==> src/rtl/apb_bdmac_mc.sv <==
// apb_bdmac_mc: multi-channel APB register file and playback sequencer for the buzzer DMA path.
// Optional completion interrupt (IRQ_STATUS/IRQ_EN) enabled by defining BDMAC_IRQ_EN.
module apb_bdmac_mc #(
  parameter int NCH = 4,
  parameter int AW  = 32
) (
  input  logic              clk,
  input  logic              rst_n,
  input  logic              PSEL,
  input  logic              PENABLE,
  input  logic              PWRITE,
  input  logic [11:0]       PADDR,
  input  logic [31:0]       PWDATA,
  output logic [31:0]       PRDATA,
  output logic              PREADY,
  output logic              PSLVERR,
  input  logic [NCH-1:0]    ch_done,
  output logic [NCH*AW-1:0] ch_start_addr,
  output logic [NCH-1:0]    ch_playing,
  output logic [NCH-1:0]    ch_pause,
  output logic [NCH-1:0]    grant,
  output logic              irq
);
  logic [1:0]     r;
  logic           ch_hit, g_hit, wr, found, unused_ok;
  logic [1:0]     bp;
  logic [31:0]    g_rd;
  logic [NCH-1:0] rsel, wsel, fin, act, gnt_d;
  logic [NCH-1:0] play_q, play_d, stop_q, stop_d, cyc_q, cyc_d;
  logic [1:0]     pri_q [NCH];
  logic [1:0]     pri_d [NCH];
  logic [AW-1:0]  start_q [NCH];
  logic [AW-1:0]  start_d [NCH];
  logic [15:0]    loop_q [NCH];
  logic [15:0]    loop_d [NCH];
  logic [15:0]    rem_q [NCH];
  logic [15:0]    rem_d [NCH];
  assign r         = PADDR[3:2];
  assign ch_hit    = PADDR[11:8] == 4'h0 && {1'b0, PADDR[7:4]} < 5'(NCH);
  assign g_hit     = PADDR[11:4] == 8'h10 && r != 2'd3;
  assign wr        = PSEL & PENABLE & PWRITE;
  assign PSLVERR   = PSEL & PENABLE & ~(ch_hit | g_hit);
  assign PREADY    = 1'b1;
  assign act       = play_q & ~stop_q;
  assign unused_ok = ^PADDR[1:0];
  assign ch_playing = play_q;
  assign ch_pause   = stop_q;
  for (genvar i = 0; i < NCH; i++) begin : g_ch
    assign rsel[i] = ch_hit && PADDR[7:4] == 4'(i);
    assign wsel[i] = wr & rsel[i];
    // completion: last loop of a non-cyclic stream
    assign fin[i]  = ch_done[i] & play_q[i] & ~cyc_q[i] & (rem_q[i] == 16'd0);
    assign ch_start_addr[i*AW +: AW] = start_q[i];
  end
  always_comb begin
    play_d  = play_q;
    stop_d  = stop_q;
    cyc_d   = cyc_q;
    pri_d   = pri_q;
    start_d = start_q;
    loop_d  = loop_q;
    rem_d   = rem_q;
    for (int c = 0; c < NCH; c++) begin
      if (wsel[c] && r == 2'd0) start_d[c] = PWDATA[AW-1:0];
      if (wsel[c] && r == 2'd2) loop_d[c] = PWDATA[15:0];
      if (wsel[c] && r == 2'd1) begin
        play_d[c] = PWDATA[0];
        stop_d[c] = PWDATA[1];
        cyc_d[c]  = PWDATA[2];
        pri_d[c]  = PWDATA[5:4];
        if (PWDATA[0] && !play_q[c]) rem_d[c] = loop_q[c];
      end
      // end-of-stream uses pre-write state and overrides PLAY/REM from a same-cycle CTRL write
      if (ch_done[c] && play_q[c]) begin
        play_d[c] = ~fin[c];
        rem_d[c]  = (cyc_q[c] | fin[c]) ? rem_q[c] : rem_q[c] - 16'd1;
      end
    end
  end
  always_comb begin
    gnt_d = '0;
    found = 1'b0;
    bp    = 2'd0;
    for (int c = 0; c < NCH; c++) begin
      if (act[c] && (!found || pri_q[c] > bp)) begin
        gnt_d    = '0;
        gnt_d[c] = 1'b1;
        found    = 1'b1;
        bp       = pri_q[c];
      end
    end
  end
  always_comb begin
    PRDATA = g_hit ? g_rd : 32'd0;
    for (int c = 0; c < NCH; c++) begin
      if (rsel[c]) PRDATA = r == 2'd0 ? 32'(start_q[c]) :
                            r == 2'd1 ? {26'd0, pri_q[c], 1'b0, cyc_q[c], stop_q[c], play_q[c]} :
                            r == 2'd2 ? {16'd0, loop_q[c]} : {15'd0, act[c], rem_q[c]};
    end
  end
  always_ff @(posedge clk or negedge rst_n) begin
    if (!rst_n) begin
      play_q <= '0;
      stop_q <= '0;
      cyc_q  <= '0;
      grant  <= '0;
      for (int c = 0; c < NCH; c++) begin
        pri_q[c]   <= '0;
        start_q[c] <= '0;
        loop_q[c]  <= '0;
        rem_q[c]   <= '0;
      end
    end else begin
      play_q  <= play_d;
      stop_q  <= stop_d;
      cyc_q   <= cyc_d;
      grant   <= gnt_d;
      pri_q   <= pri_d;
      start_q <= start_d;
      loop_q  <= loop_d;
      rem_q   <= rem_d;
    end
  end
`ifdef BDMAC_IRQ_EN
  logic [NCH-1:0] irqs_q, irqs_d, irqe_q, irqe_d;
  // a completion in the same cycle as its W1C keeps the bit set
  always_comb begin
    irqe_d = (wr && g_hit && r == 2'd1) ? PWDATA[NCH-1:0] : irqe_q;
    irqs_d = (irqs_q & ~((wr && g_hit && r == 2'd0) ? PWDATA[NCH-1:0] : '0)) | fin;
  end
  always_ff @(posedge clk or negedge rst_n) begin
    if (!rst_n) begin
      irqs_q <= '0;
      irqe_q <= '0;
    end else begin
      irqs_q <= irqs_d;
      irqe_q <= irqe_d;
    end
  end
  assign g_rd = r == 2'd0 ? 32'(irqs_q) : r == 2'd1 ? 32'(irqe_q) : 32'(NCH);
  assign irq  = |(irqs_q & irqe_q);
`else
  assign g_rd = r == 2'd2 ? 32'(NCH) : 32'd0;
  assign irq  = 1'b0;
`endif
endmodule

==> config.mk <==
export PLATFORM = sky130hd
export DESIGN_NAME = apb_bdmac_mc
export DESIGN_NICKNAME = d
export VERILOG_FILES = /design/src/rtl/apb_bdmac_mc.sv
export SDC_FILE = /design/constraint.sdc
export NUM_CORES = 1
export LEC_CHECK = 0
export ABC_CLOCK_PERIOD_IN_PS = 5200
export CAP_MARGIN = 40
export CORE_ASPECT_RATIO = 0.5
export CORE_UTILIZATION = 55
export DETAILED_ROUTE_END_ITERATION = 10
export PLACE_DENSITY = 0.81
export SETUP_SLACK_MARGIN = 0.15
export SLEW_MARGIN = 0
export SYNTH_ARGS = -nofsm -noshare
export SYNTH_HDL_FRONTEND = slang
export SYNTH_SLANG_ARGS = --single-unit
==> constraint.sdc <==
create_clock -name clk -period 5.2 [get_ports clk]
set_input_delay 0.52 -clock clk [delete_from_list [all_inputs] [get_ports clk]]
set_output_delay 0.52 -clock clk [all_outputs]
set_load 0.1 [all_outputs]
==> flow_summary.ini <==
[critical_path]
slowest_stage = dfrtp_1
end_kind = register
cp-start-kind = register
crit_fanout = 8
arrival_ns = 4.77
path_depth = 17
critPathKind = reg -> reg
cp_slowest_stage_delay_ns = 0.51
rrSetupSlack_ns = 0.88
worstPathCellList = nor2b_1 -> and2_1 -> ha_1 -> nand2_1 -> o21ai_0 -> a21oi_1 -> mux2_2 -> ha_1 -> nor2b_1 -> o21ai_0 -> a21oi_1 -> mux2_2 -> ha_1 -> nor2b_1 -> o21ai_0 -> a21oi_1 -> nor4_1
required_ns = 5.65
path_delay_family = compound AO/OA/AOI/OAI gates
timing.critical_path.buf_inv = 0
reg2reg_depth = 17

[routing]
drc = 0
ant_nets = 0
detail_route.wl_per_cell_um = 27.1
drt_iter0_drc = 1677
vias_per_cell = 6.69
totalWireLength_mm = 55.5
dr.pass1.iters = 10
dr_total_vias = 13706

[yosys]
synth-edff-count = 0
synth_area_leaders = dfrtp_1 47%, mux2_2 19%, nor2_1 3.3%, a21oi_1 3.1%, mux4_2 2.9%
syn-cell-area_sq_um = 14900
synth.most_common_cell = dfrtp_1
synthArstFlopShare = 1.00
ys_seq_elements = 280
syn_inst = 1363
yosys_warnings = 0
synthAdderAreaFrac = 0.00838
synthTopCellsByCount = 280 x dfrtp_1, 250 x mux2_2, 131 x nor2_1, 94 x a21oi_1, 73 x clkbuf_1
yosysTopAreaCell = dfrtp_1
avgSynthCellArea_sq_um = 11.0
synth.top_cell.area_share = 0.469
ys_types = 65
synth_compound_area_frac = 0.151
muxShareOfSynthArea = 0.232
synth_top_family_by_area = multiplexers
synth_xor_area_frac = 0
synth-simple-area-share = 0.106
synth-main-ff-cell = dfrtp_1
synth_nets = 1426
seq_area_frac_synth = 0.469

[finish]
design_area_sq_um = 20600
drive_above_1_share = 0.310
fin_nets = 1740
area_delta_synth_final_pct = 38.0
fillers = 1572

[min_path]
hp-class = in -> async

[power]
p_per_area_nw_per_um2 = 229
p_comb_frac = 0.105
leakage_nw = 9.34
power.total_mw = 4.73
p_seq_frac = 0.483
swShare = 0.270
p_clk_frac = 0.413
ir_drop_mv = 0.225
p_sw_mw = 1.28
p_int_mw = 3.45

[sta]
fmax_ghz = 0.232
finalSetupViolations = 0
finalSetupTns_ns = 0
period_minus_slack_ns = 4.32
slew_headroom = 0.285
tightest_slew_ns = 1.07
skew_ns = 0.0174
rsz0062_at_grt = no
drv_slew = 0
hold_viol_final = 0
whs_ns = 0.0588
period_share = 0.831

[clock_tree]
htreeDepth = 1
ctsResizeCount = 0
cts_hold_buf = 0
numCtsBuffers = 26
cts_sinks = 280
cts_tree = yes
postCtsSetupBuffers = 0
cts-root-buf = clkbuf_16
cts_buffer_depth = 3
clk_pin_slew_ns = 0.07
clk_latency_ns = 0.57

[floorplanning]
die_area_sq_um = 27900
io_pins = 228
num_rows = 42
initial_core_util = 0.563
die_y_um = 119
fp.dieW_um = 235
core_sq_um = 26500

[global_routing]
grt_remaining_overflow = 0
track_usage = 0.397
grt_pass1_vias = 13459
grt_pass1_wl_mm = 83.4
antenna_found_initial = 3
grt_start_max_net_pins = 133

[placed_design]
hpwl_mm = 38.1
place_area_sq_um = 19800
io_buffer_count = 223
gp_congestion = 0.962

[job]
cap_violations = 0

[run_status]
outcome = finished, final reports clean
[worst register-to-register path, delay by kind of cell (launching register included)]
family	cells	cell delay [ns]
compound gates	6	1.06
mux	2	0.78
fa+ha+maj	3	0.83
simple gates	6	1.01
flops	1	0.51
[area by class of cell]
class	count	area, sq um	area share
diodes	3	7.51	0.000364
clock buffers	39	759	0.0368
clock inverters	7	75.1	0.00364
inverters	16	60.1	0.00291
multi-input cells	962	7450	0.362
flip-flops and latches	280	7010	0.340
well taps	352	440	0.0214
repair buffers	391	4810	0.233
[worst paths after layout]
check / startpoint / end
worst max-delay path: ch_playing[0] / grant[0]
worst min-delay path: rst_n / rem_q[55]
worst max register to register: ch_playing[0] / grant[0]
worst min register to register: rem_q[59] / rem_q[59]
max in group asynchronous: rst_n / rem_q[44]
min in group clk: rem_q[59] / rem_q[59]
[stage by stage]
step                instances  utilization  setup slack (ns)
finish                   2050        0.777             0.881
detailed placement       2001        0.745              1.02
CTS                      2047        0.777             0.929
global placement         1858        0.653              1.08
global route             2047        0.777             0.551
floorplan                1363            -             0.723
[cells in the final DEF (no fill, tap or decap), types with 16 or more instances in the layout]
cell type,n
a21oi_1,94
a221oi_1,23
a22o_1,20
a22oi_1,45
a31oi_1,23
buf_16,25
buf_4,56
buf_8,117
clkbuf_16,26
clkdlybuf4s50_1,187
dfrtp_1,280
inv_1,16
mux2_2,250
mux2i_1,21
mux4_2,19
nand2_1,50
nand3_1,27
nor2_1,130
nor3_1,23
nor4_1,18
o21ai_0,41
o22a_1,25
[state kept, by name, indices dropped and copies added, names as in the netlist]
register,cells
loop_q,64
grant,4
ch_pause,4
ch_start_addr,128
ch_playing,4
cyc_q,4
rem_q,64
pri_q,8
[metal layers]
layer | track usage | vias up | wire length [um]
met3 | 0.114 | 211 | 6150
met5 | 0 | - | 11
met2 | 0.611 | 935 | 25000
met4 | 0.167 | 2 | 2630
met1 | 0.529 | 6816 | 21700
li1 | - | 5742 | -
[cells by family (layout without fill, tap and decap cells)]
kind of cell	count (synthesis)	in the layout
adder cells (fa/ha/maj)	10	10
buffers and inverters	121	453
other	2	5
AO/OA/AOI/OAI	334	334
multiplexers	291	291
AND/OR/NAND/NOR	325	325
flip-flops	280	280
[power by group through the flow]
| stage | Sequential (mW) | Combinational, mW | Clock [mW] |
|---|---|---|---|
| 5_1_grt | 2.29 | 0.518 | 2.03 |
| 4_1_cts | 2.28 | 0.483 | 1.96 |
| 3_3_place_gp | 2.32 | 0.448 | 0 |
| 3_5_place_dp | 2.32 | 0.479 | 0 |
| 2_1_floorplan | 2.33 | 0.232 | 0 |
| 6_report | 2.28 | 0.495 | 1.95 |
(Power assumes the default switching activity.)
